==> src/rtl/dispatch_rst.sv <==
// Dispatch stage with a register status table for RAW/WAW tracking.
// Holds one branch in flight and flushes fetch on a mispredict.
module dispatch_rst #(
    parameter int NREGS = 32,
    parameter int NFU = 5,
    localparam int RW = $clog2(NREGS),
    localparam int FUW = $clog2(NFU),
    localparam int TAGW = $clog2(NFU + 1)
) (
    input  logic            CLK,
    input  logic            nRST,
    input  logic            in_valid,
    output logic            in_ready,
    input  logic [RW-1:0]   in_rs1,
    input  logic [RW-1:0]   in_rs2,
    input  logic [RW-1:0]   in_rd,
    input  logic [FUW-1:0]  in_fu,
    input  logic            in_wen,
    input  logic            in_branch,
    input  logic [NFU-1:0]  fu_busy,
    input  logic            wb_valid,
    input  logic [RW-1:0]   wb_rd,
    input  logic [FUW-1:0]  wb_fu,
    input  logic            branch_resolved,
    input  logic            branch_miss,
    output logic            out_valid,
    output logic [FUW-1:0]  out_fu,
    output logic [RW-1:0]   out_rd,
    output logic            out_wen,
    output logic [TAGW-1:0] out_t1,
    output logic [TAGW-1:0] out_t2,
    output logic            freeze,
    output logic            jump
);

    typedef enum logic [1:0] {RUN, WAIT_BR, FLUSH} state_t;

    state_t state;
    state_t state_nxt;

    logic [TAGW-1:0] tbl [NREGS];

    logic            busy;
    logic            waw;
    logic            accept;
    logic            wb_clr;
    logic [TAGW-1:0] set_tag;
    logic [TAGW-1:0] wb_tag;
    logic [TAGW-1:0] t1;
    logic [TAGW-1:0] t2;

    // FU busy lookup; an index beyond the last FU reads as busy
    always_comb begin
        busy = 1'b1;
        for (int i = 0; i < NFU; i++) begin
            if (in_fu == FUW'(i)) busy = fu_busy[i];
        end
    end

    assign set_tag = TAGW'(in_fu) + TAGW'(1);
    assign wb_tag  = TAGW'(wb_fu) + TAGW'(1);
    assign waw     = in_wen && (in_rd != '0) && (tbl[in_rd] != '0);
    assign wb_clr  = wb_valid && (wb_rd != '0) && (tbl[wb_rd] == wb_tag);
    assign accept  = in_valid && in_ready;
    assign freeze  = in_valid && !in_ready;

    // Operand tags, with writeback bypass for the entry cleared this cycle
    always_comb begin
        t1 = tbl[in_rs1];
        t2 = tbl[in_rs2];
        if (in_rs1 == '0 || (wb_clr && wb_rd == in_rs1)) t1 = '0;
        if (in_rs2 == '0 || (wb_clr && wb_rd == in_rs2)) t2 = '0;
    end

    // State register
    always_ff @(posedge CLK or negedge nRST) begin
        if (!nRST) state <= RUN;
        else       state <= state_nxt;
    end

    // Next-state logic for the single outstanding branch
    always_comb begin
        state_nxt = state;
        unique case (state)
            RUN: begin
                if (accept && in_branch) state_nxt = WAIT_BR;
            end
            WAIT_BR: begin
                if (branch_resolved)
                    state_nxt = branch_miss ? FLUSH : RUN;
            end
            FLUSH:   state_nxt = RUN;
            default: state_nxt = RUN;
        endcase
    end

    // Handshake and redirect outputs decoded from state
    always_comb begin
        in_ready = (state == RUN) && !busy && !waw;
        jump     = (state == FLUSH);
    end

    // Status table: a new producer overrides a same-cycle clear
    always_ff @(posedge CLK or negedge nRST) begin
        if (!nRST) begin
            for (int i = 0; i < NREGS; i++) tbl[i] <= '0;
        end else begin
            for (int i = 1; i < NREGS; i++) begin
                if (accept && in_wen && in_rd == RW'(i))
                    tbl[i] <= set_tag;
                else if (wb_clr && wb_rd == RW'(i))
                    tbl[i] <= '0;
            end
        end
    end

    // Registered dispatch bundle towards issue
    always_ff @(posedge CLK or negedge nRST) begin
        if (!nRST) begin
            out_valid <= 1'b0;
            out_fu    <= '0;
            out_rd    <= '0;
            out_wen   <= 1'b0;
            out_t1    <= '0;
            out_t2    <= '0;
        end else begin
            out_valid <= accept;
            if (accept) begin
                out_fu  <= in_fu;
                out_rd  <= in_rd;
                out_wen <= in_wen;
                out_t1  <= t1;
                out_t2  <= t2;
            end
        end
    end

endmodule

==> config.mk <==
export PLATFORM = sky130hd
export DESIGN_NAME = dispatch_rst
export DESIGN_NICKNAME = d
export VERILOG_FILES = /design/src/rtl/dispatch_rst.sv
export SDC_FILE = /design/constraint.sdc
export NUM_CORES = 1
export LEC_CHECK = 0
export ABC_AREA = 0
export BUFFER_PORTS_ARGS = -buffer_cell sky130_fd_sc_hd__buf_2
export CORE_ASPECT_RATIO = 0.7
export CORE_MARGIN = 2
export CORE_UTILIZATION = 45
export DETAILED_ROUTE_END_ITERATION = 8
export PLACE_DENSITY = 0.63
export REMOVE_ABC_BUFFERS = 1
export SLEW_MARGIN = 20
export SYNTH_ARGS = -nofsm -noshare
export SYNTH_HDL_FRONTEND = slang
export SYNTH_SLANG_ARGS = --single-unit
==> constraint.sdc <==
create_clock -name CLK -period 6 [get_ports CLK]
set_input_delay 0.3 -clock CLK [delete_from_list [all_inputs] [get_ports CLK]]
set_output_delay 0.3 -clock CLK [all_outputs]
set_load 0.01 [all_outputs]
* Yosys cells after proc, flatten, opt, wreduce, memory -nomap -nowiden
Cells that the tools add are included.
** Operators by class
- Add/subtract/negate cells :: 2
- Magnitude comparators :: 4
- Equal/unequal tests :: 73
- Mux-type cells :: 85
- Bitwise gates (word level) :: 4
- Reductions and logical operators :: 118
** Operator list (number)
- 2-to-1 mux 3 bit :: 72
- == test 5 bit (second input constant) :: 32
- == test 5 x 4 -> 1 bit (second input constant) :: 16
- logical AND 1 bit :: 74
- nonzero test 2 bit :: 31
- binary-select mux 3 bit (select 5 bit) :: 4
- == test 5 x 3 -> 1 bit (second input constant) :: 8
- greater-or-equal comparator 6 bit (second input constant) :: 4
- inverter 5 -> 6 bit :: 4
- == test 5 x 2 -> 1 bit (second input constant) :: 4
- == test 5 x 1 -> 1 bit (second input constant) :: 2
- == test 5 bit :: 2
- logical NOT 5 bit :: 2
- nonzero test 5 bit :: 2
- adder 3 x 1 -> 3 bit (second input constant) :: 2
- == test 3 x 2 -> 1 bit (second input constant) :: 2
- 2-to-1 mux 2 bit :: 3
- 2-to-1 mux 1 bit :: 5
- != test 2 bit (second input constant) :: 2
- one-hot mux 2 bit (2 select lines) :: 1
- == test 3 x 1 -> 1 bit (second input constant) :: 1
- == test 3 bit :: 1
- == test 3 bit (second input constant) :: 1
- logical NOT 1 bit :: 3
- 7 further kinds :: 8
** Storage, ports and cells
- Flip-flop bits (word level) :: 111
- Bits of input ports :: 39
- Output and inout port bits :: 19

* Depth between registers and ports, before layout
Gate-level depths: netlist of the first run.
- Depth in word-level cells :: 13
- Gate-level depth with buffers :: 13

* Worst setup path before layout of the first run
OpenSTA, ideal clock, no wires.
- Path kind :: in2reg
- From :: input wb_rd[0]
- To :: register tbl[21] (netlist bit)
- Library setup time :: 127 ps
- Arrival time :: 2700 ps
- Setup slack :: 3173 ps
- Stages on the path :: 12
- Cell sequence :: buf_6 -> buf_8 -> buf_4 -> mux2i_1 -> nor2_1 -> a2111oi_0 -> a22oi_1 -> xor2_1 -> or4_1 -> clkbuf_1 -> or2_1 -> o2bb2ai_1
** Between the ends
- Longest elaborated chain between the ends :: 8
** RTL lines
- start, declared :: line 22 : input logic [RW-1:0] wb_rd,
- inverter 5 -> 6 bit (implied by the code) :: line 63 : assign wb_clr = wb_valid && (wb_rd != '0) && (tbl[wb_rd] == wb_tag);
- binary-select mux 3 bit (select 5 bit) :: line 63
- 2-to-1 mux 3 bit (implied by the code) (2 in series) :: line 63
- == test 3 bit :: line 63
- logical AND 1 bit :: line 63
- logical AND 1 bit (*) :: line 111 : else if (wb_clr && wb_rd == RW'(i))
- nonzero test 2 bit (no source line) (*)
- end signal, assigned by index :: line 110 : tbl[i] <= set_tag;
- end, declared :: line 41 : logic [TAGW-1:0] tbl [NREGS];
Every way passes the cells marked *; elsewhere a longest branch is shown, timed or not. The select of a mux whose other input is x is not followed.
A chain may end at the register's enable or synchronous reset.

* Final worst setup path of the first run
- From :: input in_rd[0]
- To :: register tbl[37] (netlist bit)
** Between the ends
- Longest elaborated chain between the ends :: 12
** RTL lines
- start, declared :: line 16 : input logic [RW-1:0] in_rd,
- inverter 5 -> 6 bit (implied by the code) :: line 62 : assign waw = in_wen && (in_rd != '0) && (tbl[in_rd] != '0);
- binary-select mux 3 bit (select 5 bit) :: line 62
- 2-to-1 mux 3 bit (implied by the code) (2 in series) :: line 62
- nonzero test 3 bit :: line 62
- logical AND 1 bit :: line 62
- logical NOT 1 bit :: line 99 : in_ready = (state == RUN) && !busy && !waw;
- logical AND 1 bit :: line 99
- logical AND 1 bit :: line 64 : assign accept = in_valid && in_ready;
- logical AND 1 bit :: line 109 : if (accept && in_wen && in_rd == RW'(i))
- logical AND 1 bit (*) :: line 109
- 2-to-1 mux 3 bit or nonzero test 2 bit (tied branches)
Marks and branches as above.

==> run metrics, run 1 <==
#FFs+latches synth 111; final setup fails 0; register area share after synthesis 36.67%; Root Buffer clkbuf_16; CP max FO 30; via count 6923; largest net degree at the start of global routing 64; Die ar. 17900 um^2; R2R Setup Slk 1.99 ns; Initial Util 46.20%; Ys Warns 3; Post-route DRC 0; Hold Crit Class in2reg; Fin Hold WS 0.2255 ns; worst slew pin tran 1.075 ns; clk sinks 111; max-capacitance violation count 0; port bufs 57; Power Total 2.023 mW; H-tree levels 3; CTS Buf Count 9; status finished, final reports clean; Layout area overhead 8.986%; Worst Setup SP in_rd[0]; CP arrival 4.32 ns; Max Slew Vio Count 0; post-route cell area 8255 um^2; die extent in y 112.6 um; total negative slack 0 ns; EDFF count, synth 0; worst r2r src tbl[12]; worst hold start branch_resolved; worst setup path end tbl[37]; Die W 159.1 um; RSZ-0062 raised after global routing false; pre-CTS setup slack 1.671 ns; num rows 39; IO Count 58; DRT Pass-1 Iters 5; post-detail-place hpwl 19780 um; vias per cell 7.093; antenna violations before repair 0; CTS tree yes; Final Hold Vio Count 0; drt first-iter violations 989; clock-pin slew on the worst setup and hold paths 0.08 ns; Unique masters post-synth 58; dpl cells 958; Total GRT Usage 31.54%; pwr/cell area 245.1 nW/um^2; gr ovfl total 0; Clock Skew 0.01015 ns; Critical Path Source Type input pin; clk_lat worst skew 0.37 ns; ys async rst share 100.0%; CP Class in2reg; Layout Cells excl Fill 976; Synth Area per Inst 10.39 um^2; Critical Path RT 6.27 ns; mapped cell area 7575 um^2; wire per inst 28.37 um; Final WS setup 1.949 ns; share of cells above drive strength 1 20.80%; WL final 27690 um; routability congestion estimate 1.030; Pleak 3.260 nW; minimum clock period 4.051 ns; Nets 790; Max IR drop VDD 0.0001416 V; Reg2Reg Depth 8; first-pass GRT wire length 42310 um; fmax 0.2468 GHz; ANT nets after route 0; end-of-flow core utilization 50.35%; Mapped Cells 729; slew margin rel. 27.82%; Period Utilization, post-route 67.52%; R2R Path End tbl[37]; top_reg_cell synth dfrtp_1; CTS Buffer Depth 2; Post-DP Area 7926 um^2; core area 16400 um^2; vias in the first global route 6558; crit path capture type flop
layer usage:
metal / track usage, % / wire length [um] / vias up
li1: - / - / 2878
met1: 46.19 / 11540 / 3439
met2: 42.93 / 11160 / 531
met3: 12.42 / 4242 / 75
met4: 9.515 / 748 / 0
met5: 0 / 0 / -
synthesized netlist by cell type, drive strengths merged (21+ instances only):
master,n,area share [%]
nor2,31,1.5
dfrtp,111,37
nor2b,21,1.7
nor3,24,1.6
nand3,26,1.7
buf,26,1.8
o2bb2ai,66,7.6
mux4,57,17
clkbuf,31,1.5
nand2,69,3.4
mux2i,24,3.2
o21ai,70,4.6
report_power, final:
group          internal (mW)  leakage [nW]  switching [mW]
registers              0.824          1.51          0.0997
clock network          0.343         0.156           0.296
logic                  0.197          1.59           0.264
total                   1.36          3.26           0.659
cell type report:
class	count	area, um^2
antenna	1	2.502
timing repair buffer	62	327.8
inverter	12	45.04
clock inverter	6	76.32
sequential	111	2778
fill	1491	8140
clock buffer	10	239.0
multi-input combinational	549	4506
tap	225	281.5
logic make-up (layout without fill, tap and decap cells):
family | after synthesis | after routing | share of synthesized area (%)
DFF | 111 | 111 | 36.67
other | 0 | 1 | 0
buffers and inverters | 69 | 90 | 3.981
xor gates and xnor gates | 14 | 14 | 1.619
muxes | 94 | 94 | 22.05
adders and majority gates | 6 | 6 | 0.9911
AOI/OAI and AO/OA | 201 | 201 | 18.88
and+or+nand+nor | 234 | 234 | 15.81
worst min path at each step:
stage,end,depth (start not counted)
floorplan,out_fu[0],0
global placement,out_t1[1],1
detailed placement,out_t1[1],1
CTS,state[0],3
global route,state[1],2
finish,state[0],3
flip-flops by register name, summed over array words and instances (netlist names):
name,count
out_valid,1
out_t1,3
out_fu,3
tbl,93
out_rd,5
out_t2,3
out_wen,1
state,2
timing repair:
action,4_1_cts,5_1_grt
hold buffers,1,0
setup buffers,0,0
hold endpoints to repair,48,0
gates resized for setup,0,0
critical path, cell delays in order:
cell and delay [ns]:
buf_2 0.50, nor4b_1 0.34, nor2_1 0.09, a21oi_1 0.53, a21oi_1 0.20, o311ai_1 0.38
nand2_1 0.62, or3_1 0.97, o21ai_0 0.33
cell usage in the layout, fill, tap and decap left out, drive strengths merged, types with 5 or more instances in the layout:
cell,synthesis,routed
a21oi,13,13
a221oi,8,8
a22oi,13,13
buf,26,61
clkbuf,31,10
dfrtp,111,111
ha,6,6
inv,12,15
mux2,13,13
mux2i,24,24
mux4,57,57
nand2,69,69
nand2b,9,9
nand3,26,26
nand4,6,6
nor2,31,31
nor2b,21,21
nor3,24,24
nor4,13,13
nor4b,7,7
o21ai,70,70
o2bb2ai,66,66
o31ai,5,5
or2,8,8
or3,7,7
xnor2,7,7
xor2,7,7
Note: power is estimated with default switching activity, not from simulation.
==> run 2, diff against run 1 <==
- PLACE_DENSITY: 0.63 -> 0.65
- clock period: 6 -> 3.3 ns (I/O delays scaled with it)
==> run 2 against run 1 <==
Compared with the run above:
- design area is 3.0% higher
- clock skew is 0.0029 ns higher
- clock power is 85% higher
- cell count is 3.1% higher
- critical path depth stayed put
- critical path type is now reg2reg
- largest power group unchanged
==> run metrics, run 2 (synthesis results as in run 1) <==
core area 16400 um^2; cell-internal power 2.490 mW; routability congestion estimate 1.029; Max IR drop VDD 0.0002675 V; Largest Register tbl; port bufs 57; clock-pin slew on the worst setup and hold paths 0.08 ns; status finished, final reports clean; end-of-flow core utilization 51.87%; drt first-iter violations 1055; post-detail-place hpwl 20900 um; wire per inst 27.72 um; Nets 821; total negative slack 0 ns; post-route cell area 8504 um^2; Comb pwr share 23.5%; first-pass GRT wire length 42510 um; die extent in y 112.6 um; dpl cells 989; Critical Path RT 3.58 ns; CTS Buffer Depth 2; gr ovfl total 0; Reg2Reg Depth 9; R2R Setup Slk 0.10 ns; fill count 1503; Final WS setup 0.1023 ns; minimum clock period 3.198 ns; Clock Skew 0.01310 ns; CP Class reg2reg; Max Slew Vio Count 0; RSZ-0062 raised after global routing false; Critical Path Source Type flop; CTS tree yes; vias in the first global route 6593; DRT Pass-1 Iters 5; via count 6997; IO Count 58; clk_lat worst skew 0.37 ns; final setup fails 0; slew margin rel. 39.45%; WL final 27880 um; share of cells above drive strength 1 23.82%; commonest non-fill, non-tap cell in the layout dfrtp_1; largest registers tbl: 93 flops, out_rd: 5 flops; most frequent cells in the layout dfrtp_1, nand2_1, o2bb2ai_1; fmax 0.3127 GHz; num rows 39; Layout area overhead 12.27%; Hold Crit Class in2reg; Fin Hold WS 0.08536 ns; crit path capture type flop; switching portion of total power 33.04%; Die W 159.1 um; Post-route DRC 0; max FFs per register 93; CP max FO 15; ANT cells 0; Post-DP Area 8175 um^2; pre-CTS setup slack -0.05951 ns; antenna violations before repair 0; Pleak 3.408 nW; max-capacitance violation count 0; sequential share of power 44.9%; clk sinks 111; worst hold path depth 2; postcts setup bufs 0; vias per cell 6.955; pwr/cell area 437.2 nW/um^2; largest net degree at the start of global routing 68; Period Utilization, post-route 96.90%; CP arrival 3.48 ns; Final Hold Vio Count 0; NetSw 1.229 mW; H-tree levels 3; Total GRT Usage 31.88%; ANT nets after route 0; Layout Cells excl Fill 1006; Clock power frac 31.6%; Initial Util 46.20%; Die ar. 17900 um^2; Power Total 3.718 mW; CTS Buf Count 9; worst slew pin tran 0.9083 ns; Root Buffer clkbuf_16
run 2: final timing paths:
kind | to | from
setup / recovery | tbl[63] | tbl[12]
hold / removal | state[1] | branch_miss
setup reg to reg | tbl[63] | tbl[12]
hold reg to reg | out_t1[1] | out_t1[1]
max in group asynchronous | tbl[48] | nRST
min in group asynchronous | out_rd[1] | nRST
run 2: timing repair:
| action | in CTS | in global routing |
|---|---|---|
| hold buffers | 1 | 0 |
| resized for setup | 0 | 1 |
| endpoints found under the hold margin | 44 | 0 |
| setup endpoints to repair | 0 | 13 |
run 2: final cells by class:
class                      count  area, um^2  area share (%)
clock buffer                   9       225.2           2.648
clock inverter                 7       92.59           1.089
inverter                      12       45.04          0.5296
multi-input combinational    549        4497           52.88
sequential                   111        2778           32.66
tap                          225       281.5           3.310
timing repair buffer          93       585.6           6.885
run 2: power groups by stage:
stage                     Clock [mW]  Sequential (mW)  Combinational, mW
final                           1.18             1.67              0.874
after global routing            1.24             1.68              0.936
after CTS                       1.19             1.66              0.860
after detailed placement           0             1.68              0.857
after global placement             0             1.67              0.845
after floorplan                    0             1.65              0.447
run 2: worst max-delay path: stages (launching register included):
cell and delay, ns:
dfrtp_1 0.43, nor4b_1 0.33, nor2_1 0.08, a21oi_1 0.41
a21oi_1 0.22, o311ai_1 0.46, nand2_1 0.25, or3_1 0.48
buf_4 0.26, o2bb2ai_1 0.17
run 2: metal layers:
metal	share of wire (%)	track usage [%]	vias to the layer above
li1	-	-	2928
met1	43	48.86	3476
met2	41	44.32	538
met3	14	9.239	55
met4	2.2	7.515	0
met5	0	0	-
